**src/rtl/keypad_pkg.sv**
```systemverilog
// Shared types and constants for the keypad front end.
// Used by the scan controller and by the downstream segment register.
package keypad_pkg;

    typedef enum logic [1:0] {
        ST_SETTLE       = 2'd0,
        ST_DEBOUNCE     = 2'd1,
        ST_SEND         = 2'd2,
        ST_WAIT_RELEASE = 2'd3
    } scan_state_t;

    localparam logic [3:0] COLS_RESET = 4'b1110;
    localparam logic [3:0] ROWS_IDLE  = 4'b1111;

    // True when exactly one of the active-low row lines is pulled low.
    function automatic logic is_onehot_low(input logic [3:0] rows);
        logic [3:0] low;
        low = ~rows;
        return (low != 4'b0000) && ((low & (low - 4'd1)) == 4'b0000);
    endfunction

endpackage

```
**src/rtl/kp_counter.sv**
```systemverilog
// Up-counter with synchronous clear and increment enable.
// Also compares the current count against a runtime terminal value.
module kp_counter #(
    parameter int WIDTH = 8
) (
    input  logic             clk,
    input  logic             reset,
    input  logic             clr,
    input  logic             inc,
    input  logic [WIDTH-1:0] limit,
    output logic [WIDTH-1:0] count,
    output logic             hit
);

    always_ff @(posedge clk or posedge reset) begin
        if (reset) begin
            count <= '0;
        end else if (clr) begin
            count <= '0;
        end else if (inc) begin
            count <= count + 1'b1;
        end
    end

    assign hit = (count == limit);

endmodule

```
**src/rtl/keypad_scan_ctrl.sv**
```systemverilog
// Column scanner for the 4x4 keypad. It debounces press and release and
// issues one write strobe per accepted key.
//
//   state           | meaning
//   ----------------+-----------------------------------------------------
//   ST_SETTLE       | column driven; rows are sampled on the last count
//   ST_DEBOUNCE     | rows must match row_lat for DEBOUNCE_CYCLES cycles
//   ST_SEND         | one-cycle WE_send with the pressed column still driven
//   ST_WAIT_RELEASE | column held until rows are idle for DEBOUNCE_CYCLES
module keypad_scan_ctrl
    import keypad_pkg::*;
#(
    parameter int SETTLE_CYCLES   = 16,
    parameter int DEBOUNCE_CYCLES = 200000
) (
    input  logic       clk,
    input  logic       reset,
    input  logic [3:0] synchrows,
    output logic [3:0] cols,
    output logic       WE_send,
    output logic       key_held
);

    localparam int CNT_MAX = (SETTLE_CYCLES > DEBOUNCE_CYCLES) ? SETTLE_CYCLES : DEBOUNCE_CYCLES;
    localparam int CNT_W   = $clog2(CNT_MAX + 1);
    localparam logic [CNT_W-1:0] SETTLE_LIM   = CNT_W'(SETTLE_CYCLES - 1);
    localparam logic [CNT_W-1:0] DEBOUNCE_LIM = CNT_W'(DEBOUNCE_CYCLES - 1);

    scan_state_t      state, next_state;
    logic [3:0]       cols_next;
    logic [3:0]       row_lat, row_lat_next;
    logic             cnt_clr, cnt_inc, cnt_hit;
    logic [CNT_W-1:0] cnt_limit;
    logic [CNT_W-1:0] cnt_value;
    logic             key_held_next;

    kp_counter #(
        .WIDTH (CNT_W)
    ) u_counter (
        .clk   (clk),
        .reset (reset),
        .clr   (cnt_clr),
        .inc   (cnt_inc),
        .limit (cnt_limit),
        .count (cnt_value),
        .hit   (cnt_hit)
    );

    always_comb begin
        next_state   = state;
        cols_next    = cols;
        row_lat_next = row_lat;
        cnt_clr      = 1'b0;
        cnt_inc      = 1'b0;
        cnt_limit    = SETTLE_LIM;
        case (state)
            ST_SETTLE: begin
                cnt_inc = 1'b1;
                if (cnt_hit) begin
                    cnt_clr = 1'b1;
                    if (synchrows == ROWS_IDLE) begin
                        cols_next = {cols[2:0], cols[3]};
                    end else if (is_onehot_low(synchrows)) begin
                        row_lat_next = synchrows;
                        next_state   = ST_DEBOUNCE;
                    end else begin
                        next_state = ST_WAIT_RELEASE;
                    end
                end
            end
            ST_DEBOUNCE: begin
                cnt_limit = DEBOUNCE_LIM;
                if (synchrows != row_lat) begin
                    cnt_clr    = 1'b1;
                    next_state = ST_SETTLE;
                end else if (cnt_hit) begin
                    cnt_clr    = 1'b1;
                    next_state = ST_SEND;
                end else begin
                    cnt_inc = 1'b1;
                end
            end
            ST_SEND: begin
                cnt_clr    = 1'b1;
                next_state = ST_WAIT_RELEASE;
            end
            ST_WAIT_RELEASE: begin
                cnt_limit = DEBOUNCE_LIM;
                if (synchrows != ROWS_IDLE) begin
                    cnt_clr = 1'b1;
                end else if (cnt_hit) begin
                    cnt_clr    = 1'b1;
                    cols_next  = {cols[2:0], cols[3]};
                    next_state = ST_SETTLE;
                end else begin
                    cnt_inc = 1'b1;
                end
            end
            default: begin
                cnt_clr    = 1'b1;
                next_state = ST_SETTLE;
            end
        endcase
    end

    // key_held doubles as the chord flag: a chord enters WAIT_RELEASE with it low.
    assign key_held_next = (next_state == ST_SEND) ||
                           ((next_state == ST_WAIT_RELEASE) && ((state == ST_SEND) || key_held));

    always_ff @(posedge clk or posedge reset) begin
        if (reset) begin
            state    <= ST_SETTLE;
            cols     <= COLS_RESET;
            row_lat  <= ROWS_IDLE;
            WE_send  <= 1'b0;
            key_held <= 1'b0;
        end else begin
            state    <= next_state;
            cols     <= cols_next;
            row_lat  <= row_lat_next;
            WE_send  <= (next_state == ST_SEND);
            key_held <= key_held_next;
        end
    end

endmodule

```
**config.mk**
```make
export PLATFORM = sky130hd
export DESIGN_NAME = keypad_scan_ctrl
export DESIGN_NICKNAME = d
export VERILOG_FILES = /design/src/rtl/keypad_pkg.sv /design/src/rtl/kp_counter.sv /design/src/rtl/keypad_scan_ctrl.sv
export SDC_FILE = /design/constraint.sdc
export NUM_CORES = 1
export LEC_CHECK = 0
export ABC_AREA = 1
export CORE_ASPECT_RATIO = 1.1
export CORE_MARGIN = 2
export CORE_UTILIZATION = 33
export CTS_BUF_LIST = sky130_fd_sc_hd__clkbuf_4 sky130_fd_sc_hd__clkbuf_8 sky130_fd_sc_hd__clkbuf_16
export DETAILED_ROUTE_END_ITERATION = 10
export PLACE_DENSITY = 0.5
export SYNTH_ARGS = -nofsm -noshare
export SYNTH_HDL_FRONTEND = slang
export SYNTH_HIERARCHICAL = 1
export SYNTH_SLANG_ARGS = --single-unit
export TNS_END_PERCENT = 1
```
**constraint.sdc**
```tcl
create_clock -name clk -period 3 [get_ports clk]
set_input_delay 0.3 -clock clk [delete_from_list [all_inputs] [get_ports clk]]
set_output_delay 0.3 -clock clk [all_outputs]
set_load 0.01 [all_outputs]
```
==> results.tsv, run 1 <==
metric	value	unit
grt_pass1_vias	1723	
swShare	41.63	%
critPathLaunchType	flop	
dieArea	0.006878	mm2
critical_path_peak_fanout	19	
drc	0	
syn2layout_area_growth	17.96	%
ant_nets	0	
place_ws	0.3359	ns
finalHoldViolCount	0	
port_buffers	11	
setup_ws	0.5089	ns
wl_per_cell	10.75	um
worstSkewPairLatency	0.28	ns
multi_input_area	0.001156	mm2
post_dp_cell_area	0.002332	mm2
maxCapViolCount	0	
critPathCaptureType	flop	
combPwrFrac	36.6	%
rr_worst_depth	17	
wl	4.567	mm
postCtsSetupBuffers	0	
vias	1852	
clk_path_buf_depth	2	
rsz0062_at_grt	no	
total_power	1.527	mW
finalCritPeriodShare	83.04	%
arrival	2.67	ns
via_per_inst	4.358	
antenna_cells	0	
clock_skew	0.007776	ns
fin_area	0.002425	mm2
critPathKind	reg2reg	
place.gp.congestion	0.7415	
rows	30	
dpl.cell_count	417	
tightest_slew	0.7613	ns
clock.fmax	401.4	MHz
grt.total_usage	14.77	%
die_y	86.78	um
hold_class	in2async	
cellLeakagePower	1.359	nW
syn_inst	310	
seqPwrFrac	40.9	%
cts_root_buf	clkbuf_8	
cts_sinks	30	
ir_worst_vdd	0.0001898	V
critPathLaunch	state[0]	
avgSynthCellArea	6.631	um2
yosys_warnings	6	
initial_core_util	33.81	%
fin_nets	351	
drt-initial-drc-count	90	
cts.clk_slew.worst_paths	0.07	ns
drv_slew	0	
cts_max_level	2	
critical_path.slowest_cell	dfrtp_2	
p_clk_share	22.4	%
rrSetupSlack	0.51	ns
p_sw	0.6356	mW
layout_min_cycle_time	2.491	ns
most-common-layout-cells	99 x nand2_1, 49 x inv_1, 49 x nor2_1, 22 x dfrtp_1, 18 x conb_1	
antenna_found_initial	0	
worst_path_largest_cell_delay	0.55	ns
synth_area	0.002056	mm2
coreArea	0.006081	mm2
dpl.hpwl	3.537	mm
intPower	0.8911	mW
crit_path_frequent_cell	nor2_1	
worst_ep_required_time	3.18	ns
fin_util	39.88	%
cp_cell_sequence	nand2_1 -> inv_1 -> nor2_1 -> nor2_1 -> nand2_1 -> nor2_1 -> nand2_1 -> nor2_1 -> nor2_1 -> nand3_1 -> nand3_1 -> nor2_4 -> inv_1 -> nand4_1 -> nand2_1 -> nand2_1 -> nor2_1	
cts_tree	built	
run_status	finished clean	
grt_max_degree	20	
fin_setup_tns	0	ns
synth_cell_type_count	30	
final_cells	425	
rr_startpoint	state[0]	
fillers	676	
grt_pass1_wl	7.914	mm
timing.hold.ws	0.3559	ns
final_common_cell	nand2_1	
synth_seq_cells	30	
r2r-end	u_counter/count[11]	
slew_headroom	49.19	%
die_x	79.26	um
numCtsBuffers	5	
ys_seq_area_share	36.94	%
power_density	629.6	mW/mm2
drive_gt1_share	11.59	%
grt.overflow.total	0	
seqCellArea	760.7	um2
drtPass1Iterations	6	
io-pin-count	12	
setup-violations-final	0	
## what timing repair did
action                                  4_1_cts  5_1_grt
gates resized for setup                       0        1
hold buffers                                  0        0
endpoints found under the setup margin        0        4
## cells in the mapped netlist
cell      number  area share [%]
nand2_1       99              18
nor2_8         1            0.97
dfrtp_1       23              28
clkbuf_1       1            0.18
inv_2          1            0.18
or2_2          2            0.61
xor2_1         5             2.1
o21ai_0       10             2.4
nand4_4        1             1.0
nor2_4         4             2.2
nor3_2         1            0.49
ha_1           1            0.61
nand2_2        5             1.5
nand3_2        3             1.5
conb_1         2            0.37
dfstp_2        7             8.9
buf_2          1            0.24
nor2_1        49             8.9
o21ai_2        1            0.43
a21oi_1        9             2.2
clkinv_1       1            0.18
nor3_1         4            0.97
xnor2_1        4             1.7
nand4_1        5             1.5
o21ai_1        5             1.2
nand3_1       12             2.9
nor2_2         2            0.61
nand3b_1       1            0.37
inv_1         49             8.9
nand2_4        1            0.55
## how the worst max path moves through the flow
stage / endpoint / slack, ns
6_report: u_counter/count[11] / 0.51
5_1_grt: u_counter/count[11] / 0.12
4_1_cts: u_counter/count[11] / 0.33
3_5_place_dp: u_counter/count[13] / 0.34
3_3_place_gp: u_counter/count[13] / 0.43
2_1_floorplan: u_counter/count[12] / 0.43
## metal layers
layer	share of wire, %	wire length (um)	global-route usage [%]
met3	4.3	197	3.229
met1	47	2134	18.88
met2	48	2173	24.88
met4	1.4	62	4.702
met5	0	0	0
## final cells by class
type	count	share of cell area, %
Tap cell	80	4.128
Multi-Input combinational cell	243	47.68
Clock buffer	8	3.767
Timing Repair Buffer	13	5.160
Inverter	51	7.895
Sequential cell	30	31.37
## cells by family (layout without fill, tap and decap cells)
logic type	Yosys count	in the layout	synth area share [%]
buffers and inverters	53	72	9.738
and+or+nand+nor	190	190	42.24
xor gates and xnor gates	9	9	3.834
DFF	30	30	36.94
AOI/OAI and AO/OA	25	25	6.269
other	2	18	0.3653
adders and majority gates	1	1	0.6085
## power groups by stage
stage | sequential (mW) | combinational (mW) | clock [mW]
floorplan | 0.591 | 0.456 | 0
global placement | 0.634 | 0.557 | 0
detailed placement | 0.632 | 0.563 | 0
CTS | 0.627 | 0.565 | 0.358
global route | 0.643 | 0.649 | 0.374
finish | 0.625 | 0.559 | 0.343
## worst max-delay path, delay by kind of cell, from the launching register on
kind          cells  cell delay (ns)
flops             1             0.55
buf+inv           2             0.20
simple gates     15             1.65
## flip-flops by register name (all words and copies together) (netlist names)
register	count
cols	4
u_counter/count	18
row_lat	4
state	2
WE_send	1
key_held	1
(Power assumes the default switching activity.)
==> inputs of run 2 (changes only) <==
Clock period 3 ns to 2.5 ns, I/O delays scaled along.
==> run 2 against run 1 <==
Clock-buffer cell count is the same. Critical path type unchanged. Setup slack lost 0.34 ns. Non-clock buffer count grew 13. Critical path depth shrank 1. Flip-flop and latch count is the same. Sequential share of layout area shrank 1.7 points. Clock skew is essentially flat. Critical endpoint is now u_counter/count[13]. Hold slack lost 0.046 ns. Power grew 24%.
==> results.tsv, run 2 (synthesized netlist as in run 1, its figures left out) <==
metric	value	unit
final_cells	438	
fin_area	0.002567	mm2
regMostFlops	u_counter/count	
dpl.cell_count	421	
fin_nets	364	
ir_worst_vdd	0.0002602	V
finalHoldViolCount	0	
die_x	79.26	um
finalCritPeriodShare	93.37	%
critPathKind	reg2reg	
place_ws	0.01863	ns
setup_ws	0.1658	ns
seqCellArea	760.7	um2
coreArea	0.006081	mm2
slew_headroom	49.11	%
critPathCaptureType	flop	
power_density	737.9	mW/mm2
drv_slew	0	
crit_path_frequent_cell	nand2_1	
vias	1871	
syn2layout_area_growth	24.89	%
antenna_found_initial	0	
drtPass1Iterations	4	
layout_min_cycle_time	2.334	ns
critical_path.slowest_cell	dfrtp_2	
cp_cell_sequence	buf_6 -> buf_4 -> nand2_1 -> nand4_1 -> nor2_1 -> nand2_1 -> nor2_4 -> nor2_1 -> nand3_1 -> nand3_2 -> nor2_4 -> inv_2 -> nand4_1 -> nand2_1 -> nand2_1 -> nor2_1	
fin_util	42.22	%
cts_tree	built	
fin_setup_tns	0	ns
cts_max_level	2	
largest_register_ff_count	18	
die_y	86.78	um
maxCapViolCount	0	
numCtsBuffers	5	
crit_buf_inv	3	
initial_core_util	33.81	%
wl	4.789	mm
final_common_cell	nand2_1	
grt.total_usage	15.49	%
tightest_slew	0.7626	ns
antenna_cells	0	
worst_ep_required_time	2.68	ns
critPathLaunchType	flop	
hold_class	in2async	
worst_path_largest_cell_delay	0.45	ns
io-pin-count	12	
critPathLaunch	state[0]	
drive_gt1_share	17.32	%
worstSkewPairLatency	0.28	ns
p_clk_share	22.5	%
wl_per_cell	10.93	um
intPower	1.115	mW
combPwrFrac	39.0	%
grt.overflow.total	0	
dieArea	0.006878	mm2
grt_pass1_wl	8.314	mm
reg_top3	u_counter/count x18, cols x4, row_lat x4	
most-common-layout-cells	99 x nand2_1, 47 x inv_1, 45 x nor2_1, 22 x dfrtp_1, 18 x conb_1	
grt_pass1_vias	1745	
clock_skew	0.007872	ns
drt-initial-drc-count	96	
fillers	652	
cts.clk_slew.worst_paths	0.07	ns
setup-violations-final	0	
drc	0	
clock.fmax	428.4	MHz
swShare	41.14	%
p_sw	0.7794	mW
dpl.hpwl	3.597	mm
rows	30	
place.gp.congestion	0.7799	
seqPwrFrac	38.5	%
rr_startpoint	state[0]	
port_buffers	11	
via_per_inst	4.272	
critical_path_peak_fanout	7	
cellLeakagePower	1.438	nW
cts_sinks	30	
grt_max_degree	19	
timing.hold.ws	0.3098	ns
multi_input_area	0.001191	mm2
path_delay_family	simple AND/OR/NAND/NOR gates	
total_power	1.894	mW
run_status	finished clean	
clk_path_buf_depth	2	
cts_root_buf	clkbuf_8	
post_dp_cell_area	0.002365	mm2
arrival	2.51	ns
ant_nets	0	
-- run 2: cell types whose count changed in the layout (fill, tap and decap cells not counted), moves of 2 or more --
| cell | delta |
|---|---|
| buf_4 | +12 |
| nor2_1 | -4 |
| nor2_2 | +3 |
| inv_1 | -2 |
| inv_2 | +2 |
| nand3_1 | -2 |
| nand3_2 | +2 |
-- run 2: power by group through the flow --
stage | Clock (mW) | Sequential (mW) | Combinational, mW
after global routing | 0.469 | 0.752 | 0.847
after global placement | 0 | 0.739 | 0.712
final | 0.427 | 0.729 | 0.738
after CTS | 0.448 | 0.730 | 0.719
after detailed placement | 0 | 0.739 | 0.713
after floorplan | 0 | 0.709 | 0.548
-- run 2: final cells by class --
class                           instances  share of cell area [%]
Multi-Input combinational cell        243                   46.39
Sequential cell                        30                   29.63
Tap cell                               80                   3.899
Clock buffer                            8                   3.801
Timing Repair Buffer                   26                   8.821
Inverter                               51                   7.456
-- run 2: final timing paths --
kind / to / slack, ns / cells past startpoint
setup / recovery: u_counter/count[13] / 0.17 / 16
hold / removal: state[0] / 0.31 / 2
setup reg to reg: u_counter/count[13] / 0.17 / 16
hold reg to reg: row_lat[2] / 0.49 / 2
max in group asynchronous: u_counter/count[6] / 1.59 / 2
min in group clk: row_lat[2] / 0.49 / 2
-- run 2: repair_timing --
action,4_1_cts,5_1_grt
endpoints found under the setup margin,1,11
buffers inserted,0,9
pin swaps,0,7
gates resized for setup,1,13
hold buffers,0,0
-- run 2: layer usage --
metal | wire length (um) | track usage, % | vias to the layer above
li1 | - | - | 1020
met2 | 2251 | 25.58 | 20
met5 | 0 | 0 | -
met4 | 58 | 4.702 | 0
met1 | 2352 | 20.43 | 826
met3 | 126 | 3.229 | 5
-- run 2: worst reg2reg max path: cells and delay by family (launching register included) --
family | cells | cell delay (ns)
flip-flops | 1 | 0.45
buffers and inverters | 3 | 0.36
AND/OR/NAND/NOR | 13 | 1.43
